$ cat config.mk
export PLATFORM = sky130hd
export DESIGN_NAME = inst_classifier
export DESIGN_NICKNAME = d
export VERILOG_FILES = /design/src/rtl/inst_classifier_pkg.sv /design/src/rtl/inst_classifier_imm_gen.sv /design/src/rtl/inst_classifier.sv
export SDC_FILE = /design/constraint.sdc
export NUM_CORES = 1
export LEC_CHECK = 0
export ABC_AREA = 0
export CAP_MARGIN = 0
export CORE_UTILIZATION = 45
export DETAILED_ROUTE_END_ITERATION = 7
export HOLD_SLACK_MARGIN = 0.1
export PLACE_DENSITY = 0.73
export SYNTH_ARGS = -nofsm -noshare
export SYNTH_HDL_FRONTEND = slang
export SYNTH_HIERARCHICAL = 1
export SYNTH_SLANG_ARGS = --single-unit
$ cat constraint.sdc
create_clock -name clk -period 6.4 [get_ports clk]
set_input_delay 1.28 -clock clk [delete_from_list [all_inputs] [get_ports clk]]
set_output_delay 1.28 -clock clk [all_outputs]
set_load 0.005 [all_outputs]
$ cat src/rtl/inst_classifier_pkg.sv
// Opcode classes, immediate formats and major-opcode constants shared by
// the instruction classifier and its immediate generator.
package opcode_type;

  typedef enum logic [3:0] {
    invalid,
    lui_type,
    auipc_type,
    jal_type,
    jalr_type,
    branch_type,
    load_type,
    store_type,
    imm_arith_type,
    reg_arith_type,
    misc_mem_type,
    system_type,
    imm_arith_w_type,
    reg_arith_w_type
  } opcode_t;

  typedef enum logic [2:0] {IMM_I, IMM_S, IMM_B, IMM_U, IMM_J, IMM_NONE} imm_fmt_t;

  localparam logic [6:0] OPC_LUI       = 7'b0110111;
  localparam logic [6:0] OPC_AUIPC     = 7'b0010111;
  localparam logic [6:0] OPC_JAL       = 7'b1101111;
  localparam logic [6:0] OPC_JALR      = 7'b1100111;
  localparam logic [6:0] OPC_BRANCH    = 7'b1100011;
  localparam logic [6:0] OPC_LOAD      = 7'b0000011;
  localparam logic [6:0] OPC_STORE     = 7'b0100011;
  localparam logic [6:0] OPC_OP_IMM    = 7'b0010011;
  localparam logic [6:0] OPC_OP        = 7'b0110011;
  localparam logic [6:0] OPC_MISC_MEM  = 7'b0001111;
  localparam logic [6:0] OPC_SYSTEM    = 7'b1110011;
  localparam logic [6:0] OPC_OP_IMM_32 = 7'b0011011;
  localparam logic [6:0] OPC_OP_32     = 7'b0111011;

endpackage

$ cat src/rtl/inst_classifier_imm_gen.sv
// Combinational immediate generator: assembles the sign-extended immediate
// for the selected instruction format; inst[31] is always the sign bit.
module imm_gen
  import opcode_type::*;
#(
  parameter int XLEN = 32
) (
  input  logic [31:0]     inst,
  input  imm_fmt_t        fmt,
  output logic [XLEN-1:0] imm
);

  always_comb begin
    imm = '0;
    case (fmt)
      IMM_I: imm = {{(XLEN-11){inst[31]}}, inst[30:20]};
      IMM_S: imm = {{(XLEN-11){inst[31]}}, inst[30:25], inst[11:7]};
      IMM_B: imm = {{(XLEN-12){inst[31]}}, inst[7], inst[30:25], inst[11:8], 1'b0};
      IMM_U: imm = {{(XLEN-31){inst[31]}}, inst[30:12], 12'b0};
      IMM_J: imm = {{(XLEN-20){inst[31]}}, inst[19:12], inst[20], inst[30:21], 1'b0};
      default: imm = '0;
    endcase
  end

endmodule

$ cat src/rtl/inst_classifier.sv
// Pipelined opcode classifier between fetch and register-read: decodes one
// instruction per cycle into a main output register backed by one skid entry.
module inst_classifier
  import opcode_type::*;
#(
  parameter int XLEN         = 32,
  parameter int ENABLE_M     = 0,
  parameter int ENABLE_ZICSR = 1
) (
  input  logic            clk,
  input  logic            rst,
  input  logic            flush,
  input  logic            in_valid,
  output logic            in_ready,
  input  logic [31:0]     in_inst,
  input  logic [XLEN-1:0] in_pc,
  output logic            out_valid,
  input  logic            out_ready,
  output opcode_t         out_opcode_type,
  output logic [4:0]      out_rd,
  output logic [4:0]      out_rs1,
  output logic [4:0]      out_rs2,
  output logic [2:0]      out_funct3,
  output logic [6:0]      out_funct7,
  output logic [XLEN-1:0] out_imm,
  output logic            out_illegal,
  output logic [XLEN-1:0] out_pc
);

  typedef struct packed {
    opcode_t         opc;
    logic [4:0]      rd;
    logic [4:0]      rs1;
    logic [4:0]      rs2;
    logic [2:0]      f3;
    logic [6:0]      f7;
    logic [XLEN-1:0] imm;
    logic            illegal;
    logic [XLEN-1:0] pc;
  } dec_t;

  logic [6:0]      opc;
  logic [2:0]      f3;
  logic [6:0]      f7;
  logic [6:0]      sh_hi;
  logic            sh_ok, sh_w_ok, f7_ok;
  opcode_t         cls;
  imm_fmt_t        fmt;
  logic            bad, illegal;
  logic [XLEN-1:0] imm;
  dec_t            dec, main_q, skid_q;
  logic            out_valid_q, skid_valid, in_ready_q;
  logic            accept, advance;

  assign opc = in_inst[6:0];
  assign f3  = in_inst[14:12];
  assign f7  = in_inst[31:25];

  // RV64 shift-immediates use a 6-bit shamt, so only inst[31:26] is checked
  assign sh_hi   = (XLEN == 64) ? {in_inst[31:26], 1'b0} : f7;
  assign sh_ok   = (f3 != 3'b001 && f3 != 3'b101) || (sh_hi == 7'b0) ||
                   (f3 == 3'b101 && sh_hi == 7'b0100000);
  assign sh_w_ok = (f3 != 3'b001 && f3 != 3'b101) || (f7 == 7'b0) ||
                   (f3 == 3'b101 && f7 == 7'b0100000);
  assign f7_ok   = (f7 == 7'b0) ||
                   (f7 == 7'b0100000 && (f3 == 3'b000 || f3 == 3'b101)) ||
                   (ENABLE_M != 0 && f7 == 7'b0000001);

  always_comb begin
    cls = invalid;
    fmt = IMM_NONE;
    bad = 1'b0;
    case (opc)
      OPC_LUI:      begin cls = lui_type;       fmt = IMM_U; end
      OPC_AUIPC:    begin cls = auipc_type;     fmt = IMM_U; end
      OPC_JAL:      begin cls = jal_type;       fmt = IMM_J; end
      OPC_JALR:     begin cls = jalr_type;      fmt = IMM_I; end
      OPC_BRANCH:   begin cls = branch_type;    fmt = IMM_B; end
      OPC_LOAD:     begin cls = load_type;      fmt = IMM_I; end
      OPC_STORE:    begin cls = store_type;     fmt = IMM_S; end
      OPC_OP_IMM:   begin cls = imm_arith_type; fmt = IMM_I; bad = !sh_ok; end
      OPC_OP:       begin cls = reg_arith_type; bad = !f7_ok; end
      OPC_MISC_MEM: cls = misc_mem_type;
      OPC_SYSTEM: begin
        cls = system_type;
        fmt = IMM_I;
        bad = (ENABLE_ZICSR == 0) && (in_inst != 32'h0000_0073) && (in_inst != 32'h0010_0073);
      end
      OPC_OP_IMM_32: if (XLEN == 64) begin cls = imm_arith_w_type; fmt = IMM_I; bad = !sh_w_ok; end
      OPC_OP_32:     if (XLEN == 64) begin cls = reg_arith_w_type; bad = !f7_ok; end
      default: ;
    endcase
    illegal = bad || (cls == invalid) || (in_inst[1:0] != 2'b11);
    if (illegal) cls = invalid;
  end

  imm_gen #(.XLEN(XLEN)) u_imm_gen (
    .inst(in_inst),
    .fmt (fmt),
    .imm (imm)
  );

  always_comb begin
    dec         = '0;
    dec.opc     = cls;
    dec.rd      = in_inst[11:7];
    dec.rs1     = in_inst[19:15];
    dec.rs2     = in_inst[24:20];
    dec.f3      = f3;
    dec.f7      = f7;
    dec.imm     = imm;
    dec.illegal = illegal;
    dec.pc      = in_pc;
  end

  assign accept  = in_valid && in_ready_q;
  assign advance = !out_valid_q || out_ready;

  // Skid entry drains into main before any new input; in_ready mirrors skid-empty
  always_ff @(posedge clk or posedge rst) begin
    if (rst) begin
      main_q      <= '0;
      skid_q      <= '0;
      out_valid_q <= 1'b0;
      skid_valid  <= 1'b0;
      in_ready_q  <= 1'b1;
    end else if (flush) begin
      out_valid_q <= 1'b0;
      skid_valid  <= 1'b0;
      in_ready_q  <= 1'b1;
    end else if (advance) begin
      if (skid_valid) begin
        main_q      <= skid_q;
        out_valid_q <= 1'b1;
        skid_valid  <= 1'b0;
        in_ready_q  <= 1'b1;
      end else begin
        out_valid_q <= accept;
        if (accept) main_q <= dec;
      end
    end else if (accept) begin
      skid_q     <= dec;
      skid_valid <= 1'b1;
      in_ready_q <= 1'b0;
    end
  end

  assign in_ready        = in_ready_q;
  assign out_valid       = out_valid_q;
  assign out_opcode_type = main_q.opc;
  assign out_rd          = main_q.rd;
  assign out_rs1         = main_q.rs1;
  assign out_rs2         = main_q.rs2;
  assign out_funct3      = main_q.f3;
  assign out_funct7      = main_q.f7;
  assign out_imm         = main_q.imm;
  assign out_illegal     = main_q.illegal;
  assign out_pc          = main_q.pc;

endmodule

==> flow_summary.toml <==
[status]
outcome = "finished clean"

[cts]
clock-sinks = 191
postCtsSetupRepairBufs = 0
cts_root_buf = "clkbuf_16"
cts.path.max_buffers = 2
holdBufCountCts = 0
clk-insertion-delay-late_ns = 0.42
cts_tree = "yes"
cts.clk_slew.worst_paths_ns = 0.07
cts_resized = 0
cts_buffers = 17
cts_htree_levels = 4

[power_and_ir_drop]
clkPwrFrac_pct = 35.4
p_int_mw = 2.29
power.density_nw_per_um2 = 279
switching_share_pct = 26.0
power_frac_comb_pct = 16.4
finalPower_mw = 3.10
netSwitchingPower_mw = 0.807
irDropWorstVdd_uv = 185
pwr-share-seq_pct = 48.2
p_leak_nw = 5.02

[timing]
fmax_mhz = 257
min_period_ns = 3.89
hold_viol = 0
skew_ns = 0.00953
relSlewSlack_pct = 25.1
drv_slew = 0
rsz0062_at_grt = "false"
tns_ns = 0
post-route-period-util_pct = 60.8
worst_pin_slew_ns = 1.12
setup_viol = 0

[route]
avgViaCountPerCell = 5.14
drc = 0
dr.pass1.iters = 5
route.vias.total = 6990
wl_per_cell_microns = 16.2
drtIter0Drc = 479
wirelength_microns = 22000
ant_nets = 0

[logic_synthesis]
synth_cell_types = 47
yosys_register_bits = 191
syn_avg_cell_area_sq_um = 9.11
synth_area_leader_cell = "dfrtp_1"
syn-num-nets = 1035
yosysSeqAreaShare_pct = 54.3
synth_area_leaders = "dfrtp_1, nand2_1, mux2i_1"
synth_area_sq_um = 8800
synth_warnings = 6
synth.top_cell.area_share_pct = 54.0
syn_inst = 966

[die]
dieArea_sq_um = 20100
io_pins = 165
die_y_microns = 142
chipWidth_microns = 142
core_sq_um = 19000
num_rows = 50
start_util_pct = 46.4

[critical_path]
worstPathRequired_ns = 6.74
critPathMostFrequentCell = "a21oi_1"
crit_chain = "clkdlybuf4s50_1 -> inv_1 -> nor3_1 -> a21oi_1 -> a21oi_1 -> or3_1 -> nor2b_1 -> a21oi_1 -> o22ai_1 -> mux2i_1 -> o21ai_0"
worstPathMaxFanout = 19
critPathTopFamily = "simple AND/OR/NAND/NOR gates"
crit_buf_inv = 2
slowest_stage = "clkdlybuf4s50_1"
worstSetupEndpointType = "flop"
cp_data_arrival_time_ns = 4.23
critical_path_class = "input port to flop"
slowest_delay_ns = 0.65
start_kind = "input port"

[place]
place_congestion = 0.780
dpl.hpwl_microns = 14000
portBuffers = 164

[final_layout]
syn2layout_area_growth_pct = 26.4
layout_common_cells = "nand2_1, dfrtp_1, clkdlybuf4s50_1"
final_common_cell = "nand2_1"
nNetsFinal = 1157
fillers = 1633
drive_above_1_share_pct = 4.72
diodes = 0
finish.utilization_pct = 58.7

[grt]
grt_pass1_wl_microns = 35000
grt_max_degree = 108
antenna_found_initial = 0
first_global_vias = 6595
grt-ovfl-total = 0
grt_usage_pct = 22.4

[run]
drv_cap = 0

[hold_path]
worstHoldPathType = "flop to flop"
registers in the layout (all words and copies together), names as in the netlist, 3 cells and up:
name	flops
skid_q	94
out_imm	32
out_pc	32
out_funct7	7
out_rd	5
out_rs1	5
out_rs2	5
out_opcode_type	4
out_funct3	3
routing by layer:
metal	global-route usage (%)	part of all wire (%)
met1	32.8	48
met2	34.6	46
met3	3.98	5.0
met4	5.32	0.93
met5	0	0
synth_stat cells, drive strengths merged:
| library cell | number |
|---|---|
| o31a | 1 |
| nor2 | 8 |
| o211a | 1 |
| clkbuf | 27 |
| buf | 40 |
| o22ai | 13 |
| or3 | 3 |
| dfstp | 1 |
| mux2i | 91 |
| inv | 9 |
| dfrtp | 190 |
| o211ai | 1 |
| maj3 | 1 |
| a41oi | 1 |
| a211oi | 1 |
| o31ai | 3 |
| and2 | 2 |
| o21bai | 2 |
| nand2b | 9 |
| a32oi | 1 |
| nand3 | 1 |
| nor4 | 3 |
| and2b | 2 |
| nor2b | 12 |
| o21ai | 95 |
| a31oi | 1 |
| o21a | 1 |
| nand2 | 390 |
| a2bb2oi | 2 |
| xnor2 | 1 |
| or2 | 2 |
| a21boi | 1 |
| mux2 | 4 |
| a21o | 2 |
| nor3 | 8 |
| o32ai | 1 |
| a21oi | 27 |
| and3b | 3 |
| a22oi | 1 |
| o21ba | 1 |
| and3 | 2 |
| o41ai | 1 |
final timing paths:
| check | from | to | slack [ns] | depth (start not counted) |
|---|---|---|---|---|
| min in group asynchronous | rst | skid_q[65]$_DFFE_PP0P_ | 1.27 | 2 |
| min reg2reg | skid_q[63]$_DFFE_PP0P_ | skid_q[63]$_DFFE_PP0P_ | 0.47 | 2 |
| max reg2reg | skid_valid$_DFFE_PP0P_ | out_opcode_type[1]$_DFFE_PP0P_ | 3.26 | 6 |
| min | skid_q[63]$_DFFE_PP0P_ | skid_q[63]$_DFFE_PP0P_ | 0.47 | 2 |
| max in group asynchronous | rst | skid_valid$_DFFE_PP0P_ | 3.90 | 3 |
| max | in_inst[5] | out_imm[17]$_DFFE_PP0P_ | 2.51 | 11 |
power by group through the flow:
stage | clock network [mW] | logic, mW | registers [mW]
2_1_floorplan | 0 | 0.234 | 1.50
3_3_place_gp | 0 | 0.499 | 1.51
3_5_place_dp | 0 | 0.513 | 1.51
4_1_cts | 1.12 | 0.516 | 1.49
5_1_grt | 1.16 | 0.570 | 1.51
6_report | 1.10 | 0.508 | 1.49
final cells by class:
class / instances / area (sq um) / area share [%]
timing repair buffer: 170 / 1700 / 15.3
clock inverter: 12 / 158 / 1.42
inverter: 9 / 37.5 / 0.337
multi-input combinational: 699 / 3670 / 33.0
sequential: 191 / 4780 / 43.0
tap: 260 / 325 / 2.92
clock buffer: 20 / 447 / 4.01
tightest hold or removal path: stages (launching register included):
cell	delay, ns
dfrtp_1	0.34
nand2_1	0.05
nand2_1	0.05
logic make-up (layout without fill, tap and decap cells):
kind of cell / count (synthesis) / count (layout) / synth area share, %
buffers and inverters: 76 / 211 / 4.17
flip-flops: 191 / 191 / 54.3
AO/OA/AOI/OAI: 157 / 157 / 9.97
adder cells (fa/ha/maj): 1 / 1 / 0.128
AND/OR/NAND/NOR: 445 / 445 / 20.4
multiplexers: 95 / 95 / 10.9
XOR/XNOR: 1 / 1 / 0.0995
per-stage QoR:
step | cell area [sq um] | hold WS, ns | instances | worst slack, ns
floorplan | 8800 | 0.441 | 966 | 2.66
global placement | 10500 | 0.453 | 1329 | 2.25
detailed placement | 10500 | 0.462 | 1329 | 2.14
CTS | 11100 | 0.479 | 1361 | 2.57
global route | 11100 | 0.495 | 1361 | 2.21
finish | 11100 | 0.474 | 1361 | 2.51
Power figures use the tool's default switching activity.
